<file path="src/rtl/rapcores_wb_spi_master.sv">
`timescale 1ns/1ps
// rapcores_wb_spi_master
// Wishbone slave that lets the management SoC drive rapcore's SPI port. It
// sequences 64-bit SPI mode-0 frames (MSB first, SCK idles low, CS active-low)
// and captures CIPO into the RX registers.
//
// Ports
//   wb_clk_i, wb_rst_i        : system clock, asynchronous active-high reset
//   wbs_stb_i/cyc_i/we_i      : Wishbone strobe, cycle, write enable
//   wbs_sel_i[3:0]            : byte-lane select, honoured on writes
//   wbs_adr_i[31:0]           : address, only [4:2] decoded
//   wbs_dat_i/wbs_dat_o[31:0] : write / read data
//   wbs_ack_o                 : single-cycle acknowledge
//   spi_sck_o, spi_cs_o       : SPI clock (idle low), chip select (active low)
//   spi_copi_o, spi_cipo_i    : SPI data out / data in
//   busy_o                    : frame in progress
//   irq_o                     : done & irq_en (level)
//
// Register map (adr[4:2]): 0 TX_LO, 1 TX_HI, 2 RX_LO, 3 RX_HI,
//   4 CTRL {irq_en[9], start[8], div[7:0]}, 5 STATUS {done[1] W1C, busy[0]}.
module rapcores_wb_spi_master #(
    parameter int WORD_W    = 64,
    parameter int CLK_DIV_W = 8
) (
    input  logic        wb_clk_i,
    input  logic        wb_rst_i,
    input  logic        wbs_stb_i,
    input  logic        wbs_cyc_i,
    input  logic        wbs_we_i,
    input  logic [3:0]  wbs_sel_i,
    input  logic [31:0] wbs_adr_i,
    input  logic [31:0] wbs_dat_i,
    output logic        wbs_ack_o,
    output logic [31:0] wbs_dat_o,
    output logic        spi_sck_o,
    output logic        spi_cs_o,
    output logic        spi_copi_o,
    input  logic        spi_cipo_i,
    output logic        busy_o,
    output logic        irq_o
);

    localparam logic [6:0] FRAME_BITS = 7'(WORD_W);
    localparam logic [6:0] LAST_BIT   = 7'(WORD_W - 1);

    typedef enum logic [1:0] {
        S_IDLE  = 2'd0,
        S_SETUP = 2'd1,
        S_SHIFT = 2'd2,
        S_HOLD  = 2'd3
    } state_t;

    // Byte-lane merge of a Wishbone write into an existing 32-bit register.
    function automatic logic [31:0] lane_merge(input logic [31:0] old_v,
                                               input logic [31:0] new_v,
                                               input logic [3:0]  sel);
        logic [31:0] res;
        for (int i = 0; i < 4; i++) begin
            res[i*8 +: 8] = sel[i] ? new_v[i*8 +: 8] : old_v[i*8 +: 8];
        end
        return res;
    endfunction

    state_t               state_r, state_nxt_s;
    logic                 ack_r, busy_r, irq_r, done_r, irq_en_r, start_req_r;
    logic                 sck_r, cs_r, copi_r;
    logic                 sck_nxt_s, cs_nxt_s, copi_nxt_s, busy_nxt_s;
    logic [31:0]          dat_r, tx_lo_r, tx_hi_r, rx_lo_r, rx_hi_r;
    logic [CLK_DIV_W-1:0] div_r, div_cnt_r;
    logic [6:0]           bit_cnt_r;
    logic [WORD_W-1:0]    tx_sh_r, rx_sh_r;
    logic [31:0]          rd_data_s, ctrl_rd_s, ctrl_wr_s;
    logic [2:0]           reg_idx_s;
    logic                 valid_s, acc_s, wr_s, clr_done_s;
    logic                 tick_s, launch_s, rise_s, fall_s, finish_s, shift_s;
    logic                 adr_unused_s;

    assign valid_s      = wbs_cyc_i & wbs_stb_i;
    // Accept only when no ack is in flight: a held valid gets one ack per 2 cycles.
    assign acc_s        = valid_s & ~ack_r;
    assign wr_s         = acc_s & wbs_we_i;
    assign reg_idx_s    = wbs_adr_i[4:2];
    assign clr_done_s   = wr_s & (reg_idx_s == 3'd5) & wbs_sel_i[0] & wbs_dat_i[1];
    assign adr_unused_s = ^{wbs_adr_i[31:5], wbs_adr_i[1:0]};

    // FSM event strobes; tick marks the last clock of a half period.
    assign tick_s   = (div_cnt_r == div_r);
    assign launch_s = (state_r == S_IDLE) & start_req_r;
    assign rise_s   = tick_s & (((state_r == S_SETUP)) |
                      ((state_r == S_SHIFT) & ~sck_r & (bit_cnt_r != FRAME_BITS)));
    assign fall_s   = tick_s & (state_r == S_SHIFT) & sck_r;
    // The last falling edge leaves the final bit on the line: no shift then.
    assign shift_s  = fall_s & (bit_cnt_r != LAST_BIT);
    assign finish_s = tick_s & (state_r == S_HOLD);

    // CTRL readback and the merged view of a CTRL write.
    always_comb begin
        ctrl_rd_s                  = 32'd0;
        ctrl_rd_s[CLK_DIV_W-1:0]   = div_r;
        ctrl_rd_s[9]               = irq_en_r;
        ctrl_wr_s                  = lane_merge(ctrl_rd_s, wbs_dat_i, wbs_sel_i);
    end

    // Register read multiplexer.
    always_comb begin
        rd_data_s = 32'd0;
        case (reg_idx_s)
            3'd0:    rd_data_s = tx_lo_r;
            3'd1:    rd_data_s = tx_hi_r;
            3'd2:    rd_data_s = rx_lo_r;
            3'd3:    rd_data_s = rx_hi_r;
            3'd4:    rd_data_s = ctrl_rd_s;
            3'd5:    rd_data_s = {30'd0, done_r, busy_r};
            default: rd_data_s = 32'd0;
        endcase
    end

    // Wishbone handshake, register writes, done flag and interrupt.
    always_ff @(posedge wb_clk_i or posedge wb_rst_i) begin
        if (wb_rst_i) begin
            ack_r       <= 1'b0;
            dat_r       <= 32'd0;
            tx_lo_r     <= 32'd0;
            tx_hi_r     <= 32'd0;
            div_r       <= '0;
            irq_en_r    <= 1'b0;
            start_req_r <= 1'b0;
            done_r      <= 1'b0;
            irq_r       <= 1'b0;
        end else begin
            ack_r       <= acc_s;
            start_req_r <= 1'b0;
            irq_r       <= done_r & irq_en_r;
            if (acc_s && !wbs_we_i) begin
                dat_r <= rd_data_s;
            end
            if (wr_s) begin
                case (reg_idx_s)
                    3'd0: if (!busy_r) tx_lo_r <= lane_merge(tx_lo_r, wbs_dat_i, wbs_sel_i);
                    3'd1: if (!busy_r) tx_hi_r <= lane_merge(tx_hi_r, wbs_dat_i, wbs_sel_i);
                    3'd4: begin
                        irq_en_r <= ctrl_wr_s[9];
                        if (!busy_r) begin
                            div_r <= ctrl_wr_s[CLK_DIV_W-1:0];
                            if (wbs_sel_i[1] && wbs_dat_i[8] && (state_r == S_IDLE)) begin
                                start_req_r <= 1'b1;
                            end
                        end
                    end
                    default: ;
                endcase
            end
            // Hardware set beats a simultaneous software clear.
            if (finish_s) begin
                done_r <= 1'b1;
            end else if (clr_done_s) begin
                done_r <= 1'b0;
            end
        end
    end

    // FSM state register.
    always_ff @(posedge wb_clk_i or posedge wb_rst_i) begin
        if (wb_rst_i) begin
            state_r <= S_IDLE;
        end else begin
            state_r <= state_nxt_s;
        end
    end

    // FSM next-state logic.
    always_comb begin
        state_nxt_s = state_r;
        case (state_r)
            S_IDLE:  if (start_req_r) state_nxt_s = S_SETUP; else state_nxt_s = S_IDLE;
            S_SETUP: if (tick_s) state_nxt_s = S_SHIFT; else state_nxt_s = S_SETUP;
            S_SHIFT: if (tick_s && !sck_r && (bit_cnt_r == FRAME_BITS)) state_nxt_s = S_HOLD;
                     else state_nxt_s = S_SHIFT;
            S_HOLD:  if (tick_s) state_nxt_s = S_IDLE; else state_nxt_s = S_HOLD;
            default: state_nxt_s = S_IDLE;
        endcase
    end

    // FSM output decode: next values of the registered SPI pins and busy.
    always_comb begin
        sck_nxt_s  = sck_r;
        cs_nxt_s   = cs_r;
        copi_nxt_s = copi_r;
        busy_nxt_s = busy_r;
        if (launch_s) begin
            cs_nxt_s   = 1'b0;
            copi_nxt_s = tx_hi_r[31];
            busy_nxt_s = 1'b1;
        end else if (finish_s) begin
            cs_nxt_s   = 1'b1;
            copi_nxt_s = 1'b0;
            busy_nxt_s = 1'b0;
        end else if (rise_s) begin
            sck_nxt_s  = 1'b1;
        end else if (fall_s) begin
            sck_nxt_s  = 1'b0;
            if (shift_s) begin
                copi_nxt_s = tx_sh_r[WORD_W-2];
            end else begin
                copi_nxt_s = copi_r;
            end
        end else begin
            sck_nxt_s  = sck_r;
        end
    end

    // Shift datapath, counters and registered SPI pins.
    always_ff @(posedge wb_clk_i or posedge wb_rst_i) begin
        if (wb_rst_i) begin
            div_cnt_r <= '0;
            bit_cnt_r <= 7'd0;
            tx_sh_r   <= '0;
            rx_sh_r   <= '0;
            rx_lo_r   <= 32'd0;
            rx_hi_r   <= 32'd0;
            sck_r     <= 1'b0;
            cs_r      <= 1'b1;
            copi_r    <= 1'b0;
            busy_r    <= 1'b0;
        end else begin
            sck_r  <= sck_nxt_s;
            cs_r   <= cs_nxt_s;
            copi_r <= copi_nxt_s;
            busy_r <= busy_nxt_s;
            if ((state_r == S_IDLE) || tick_s) begin
                div_cnt_r <= '0;
            end else begin
                div_cnt_r <= div_cnt_r + 1'b1;
            end
            if (launch_s) begin
                tx_sh_r   <= {tx_hi_r, tx_lo_r};
                rx_sh_r   <= '0;
                bit_cnt_r <= 7'd0;
            end
            if (rise_s) begin
                rx_sh_r <= {rx_sh_r[WORD_W-2:0], spi_cipo_i};
            end
            if (fall_s) begin
                bit_cnt_r <= bit_cnt_r + 7'd1;
            end
            if (shift_s) begin
                tx_sh_r <= {tx_sh_r[WORD_W-2:0], 1'b0};
            end
            if (finish_s) begin
                rx_lo_r <= rx_sh_r[31:0];
                rx_hi_r <= rx_sh_r[63:32];
            end
        end
    end

    assign wbs_ack_o  = ack_r;
    assign wbs_dat_o  = dat_r;
    assign spi_sck_o  = sck_r;
    assign spi_cs_o   = cs_r;
    assign spi_copi_o = copi_r;
    assign busy_o     = busy_r;
    assign irq_o      = irq_r;

endmodule

</file>
<file path="config.mk">
export PLATFORM = sky130hd
export DESIGN_NAME = rapcores_wb_spi_master
export DESIGN_NICKNAME = d
export VERILOG_FILES = /design/src/rtl/rapcores_wb_spi_master.sv
export SDC_FILE = /design/constraint.sdc
export NUM_CORES = 1
export LEC_CHECK = 0
export ABC_CLOCK_PERIOD_IN_PS = 17040
export CORE_ASPECT_RATIO = 1.5
export CORE_MARGIN = 2
export CORE_UTILIZATION = 60
export CTS_CLUSTER_DIAMETER = 200
export CTS_CLUSTER_SIZE = 8
export DETAILED_ROUTE_END_ITERATION = 6
export DONT_BUFFER_PORTS = 1
export GPL_TIMING_DRIVEN = 0
export PLACE_DENSITY = 0.76
export SYNTH_ARGS = -nofsm -noshare
export SYNTH_HDL_FRONTEND = slang
export SYNTH_SLANG_ARGS = --single-unit
</file>
<file path="constraint.sdc">
create_clock -name wb_clk_i -period 17.04 [get_ports wb_clk_i]
set_input_delay 1.704 -clock wb_clk_i [delete_from_list [all_inputs] [get_ports wb_clk_i]]
set_output_delay 1.704 -clock wb_clk_i [all_outputs]
set_load 0.02 [all_outputs]
</file>
==> impl_summary.txt <==
----------------------------------------------------
[Timing]
  Sum Neg Setup Slack ... 0 ns
  Slew at the pin closest to its max-slew limit ... about 1.3 ns
  Portion of the clock cycle consumed by the worst path in the final layout ... between 20 and 30%
  Worst clock skew ... a little over 0.02 ns
  Worst slew margin relative to its limit ... between 10% and 20%
  PnR worst setup slack ... about 13 ns
  Count of endpoints failing hold in the final timing report ... 0
  Unrepaired setup endpoints after global routing ... no
  Max Clk Rate ... 234 MHz
  Final slew viol count ... 0
  Setup violators final ... 0
  Clock period minus worst slack ... 4.27 ns

[Power]
  P_sw ... a little over 0.0005 W
  Areal power density over the cells ... 124 nW/µm²
  Reported leakage power ... approximately 7.3 nW
  Sequential fraction of design power ... between 40% and 50%
  Worst vdd ir ... ~0.000080 V
  Switch share ... 27.2%
  Clock network power share ... between 40% and 50%
  Share of total power in combinational logic ... roughly 11%
  Internal power ... around 0.0014 W

[Clocking]
  Clock tree root driver cell ... sky130_fd_sc_hd__clkbuf_16
  Maximum root-to-sink buffer count ... 3
  Clock-pin slew of the registers on the worst-case setup and hold paths ... around 0.040 ns
  H-Tree Depth ... 2
  Cts hold-fix bufs ... 0
  Clock latency of the later-clocked register in the worst-skew pair ... 0.54 ns
  Number of setup buffers added after CTS ... 0
  Clock tree from TritonCTS ... yes
  Number of buffers inserted during clock tree synthesis ... 46
  Total of cells resized after clock tree synthesis ... 0
  Number of clock sinks ... ~320

[Yosys]
  Portion of synthesized cell area occupied by the leading cell type ... 58.7%
  Flip-flop cell with the highest count after synthesis ... sky130_fd_sc_hd__dfrtp_1
  Sequential fraction of the synthesis area ... about three fifths
  Top area cells in the synthesized netlist ... sky130_fd_sc_hd__dfrtp_1 59%, sky130_fd_sc_hd__mux2_2 11%, sky130_fd_sc_hd__nand2_1 5.1%
  Synth cell count leaders ... 320 x sky130_fd_sc_hd__dfrtp_1, 185 x sky130_fd_sc_hd__nand2_1, 137 x sky130_fd_sc_hd__mux2_2, 104 x sky130_fd_sc_hd__o21ai_0, 66 x sky130_fd_sc_hd__and3_1
  Synth async-reset ratio ... between 90% and 100%
  Cell taking the most area after synthesis ... sky130_fd_sc_hd__dfrtp_1
  EDFF count, synth ... 0
  Flip-flop and latch count after synthesis ... 321
  Number of warnings printed during yosys synthesis ... 0
  Most frequently used cell type in the post-synthesis netlist ... sky130_fd_sc_hd__dfrtp_1
  Syn Nets ... about 1200
  Gate Count Post-Synth ... 1147
  Post-Synthesis Mean Instance Area ... around 12 µm²
  Count of cell types in the netlist ... between 40 and 50
  Total standard cell area after synthesis ... ~14000 µm²

[Routing]
  Wire length reported by the detailed router ... 35800 µm
  Routed vias/inst ... around 6.4
  Remaining routing DRC violations ... 0
  Total via count after detailed routing ... 9552
  Wire length per cell ... roughly 24 µm
  Detailed Route Iter0 Violations ... between 800 and 900
  Routed Antenna Nets ... 0
  Number of search-and-repair iterations in the first detailed-routing pass ... 5

[Global routing]
  GR peak layer ... met2
  GRT Overall Usage ... a little over 30%
  Via count of the first global-routing pass ... a little over 10000
  Remaining global-route overflow ... 0
  First-pass GRT wire length ... between 50000 and 60000 µm
  Global routing met3 resource utilization ... 4.97%
  Met2 track utilization from global routing ... between 50 and 60%
  GR Util met1 ... between 30% and 40%
  Number of antenna violations at the first check in global routing ... 0
  Pin count of the biggest net entering global routing ... between 100 and 150

[Floorplanning]
  Cell Rows ... 67
  Total I/O pin count ... 112
  Area of the core region ... 22400 µm²
  Die Span Y ... ~190 µm
  Horizontal die dimension ... approximately 130 µm
  Initial cell density of the core ... about three fifths
  Overall die area ... about 24000 µm²

[Cells and area]
  Antenna diode count ... 0
  Area Overhead vs Synth ... 12.0%
  Number of nets in the layout ... between 1000 and 1500
  Share of post-route cells with drive strength above 1 ... between 10% and 20%

[Setup path]
  Start of the worst register-to-register path ... div_cnt_r[4]
  CP Launch Type ... input pin
  Endpoint class of the critical path ... register
  Worst-path fanout max ... 10
  Critical Path AT ... 4.68 ns
  Worst EP required ... between 15 and 20 ns
  Crit Path Class ... in -> reg
  Critical Path Source ... wbs_adr_i[3]

[Status]
  Result of the run ... complete, no violations

[Worst hold path]
  Tightest Hold Check Type ... reg -> reg
  Hold wc startpoint ... done_r

[Placed design]
  Detailed placer's ending HPWL ... roughly 24000 µm
  Worst slack at placement ... ~12 ns
  Weighted congestion at the end of routability-driven global placement ... 0.863
  Port bufs ... 0

[Job]
  # Max-Cap Violations ... 0

----------------------------------------------------
## worst max-delay path, cell delays in order
cell                       delay, ns
sky130_fd_sc_hd__clkbuf_1       0.25
sky130_fd_sc_hd__nor3b_1        1.13
sky130_fd_sc_hd__nand2_1        0.51
sky130_fd_sc_hd__nor2_2         0.68
sky130_fd_sc_hd__mux2_2         0.41
## placed cells by master (no fill, tap or decap), types with 4 or more instances in the layout
master and instances:
sky130_fd_sc_hd__and2_1 4, sky130_fd_sc_hd__mux4_2 5, sky130_fd_sc_hd__o21ai_0 104, sky130_fd_sc_hd__inv_1 8, sky130_fd_sc_hd__o211ai_1 4, sky130_fd_sc_hd__mux2i_1 12, sky130_fd_sc_hd__and3_1 66, sky130_fd_sc_hd__buf_6 7
sky130_fd_sc_hd__clkbuf_16 47, sky130_fd_sc_hd__nor2b_1 9, sky130_fd_sc_hd__xnor2_1 11, sky130_fd_sc_hd__nor2_1 15, sky130_fd_sc_hd__dfrtp_1 320, sky130_fd_sc_hd__a221o_1 62, sky130_fd_sc_hd__o21ai_1 8, sky130_fd_sc_hd__a22o_1 23
sky130_fd_sc_hd__a21oi_1 7, sky130_fd_sc_hd__mux2_2 137, sky130_fd_sc_hd__buf_2 19, sky130_fd_sc_hd__xor2_1 5, sky130_fd_sc_hd__nor3_1 5, sky130_fd_sc_hd__a221oi_1 23, sky130_fd_sc_hd__a21o_1 4, sky130_fd_sc_hd__nand3_1 14
sky130_fd_sc_hd__nand2_1 185, sky130_fd_sc_hd__clkbuf_1 60, sky130_fd_sc_hd__nor2_2 9
## power groups by stage
stage / clock (W) / sequential (W) / combinational [W]
floorplan: 0 / 0.000866 / 0.000151
global placement: 0 / 0.000886 / 0.000201
detailed placement: 0 / 0.000888 / 0.000210
CTS: 0.000809 / 0.000877 / 0.000212
global route: 0.000841 / 0.000882 / 0.000235
finish: 0.000803 / 0.000877 / 0.000212
## path summary, 6_finish.rpt
kind | slack, ns | endpoint | depth (start not counted)
max | 12.77 | tx_hi_r[21] | 5
min | 0.49 | done_r | 1
max reg2reg | 13.99 | rx_hi_r[2] | 6
min reg2reg | 0.49 | done_r | 1
max in group asynchronous | 14.39 | tx_lo_r[5] | 3
min in group asynchronous | 1.13 | bit_cnt_r[3] | 1
## state kept, by name, summed over array words and instances (netlist names), 2 cells and up
signal     flops
div_r          8
rx_sh_r       64
rx_hi_r       32
state_r        2
div_cnt_r      8
wbs_dat_o     32
tx_hi_r       32
rx_lo_r       32
tx_sh_r       63
bit_cnt_r      7
tx_lo_r       32
## stage by stage
step	cell area (µm²)	utilization [%]	hold slack [ns]	std cells	power [W]
global placement	14000	62.5	0.479	1423	0.00109
global route	15300	68.3	0.502	1483	0.00196
floorplan	13600	-	0.459	1147	0.00102
finish	15300	68.3	0.495	1483	0.00189
CTS	15300	68.3	0.492	1483	0.00190
detailed placement	14100	62.8	0.484	1425	0.00110
## cells by family after synthesis
kind of cell	Yosys count	synth area share [%]
XOR/XNOR	16	1.03
adder cells (fa/ha/maj)	3	0.275
AND/OR/NAND/NOR	322	11.0
AO/OA/AOI/OAI	241	12.7
flip-flops	321	58.9
buffers and inverters	90	3.09
multiplexers	154	13.0
## routing by layer
layer / wire [µm] / part of all wire (%)
met5: 0 / 0
met4: 2120 / 5.9
met3: 1890 / 5.3
met2: 18700 / 52
met1: 13100 / 37
## cell type report
cell class | instances | area, µm²
buffer | 81 | 388
clock buffer | 56 | 1210
clock inverter | 2 | 17.5
fill | 1605 | 7100
inverter | 9 | 41.3
multi-input combinational | 736 | 5190
sequential | 321 | 8030
tap | 276 | 345
timing repair buffer | 2 | 55.1
No activity file was read; power rests on OpenSTA's default activity.
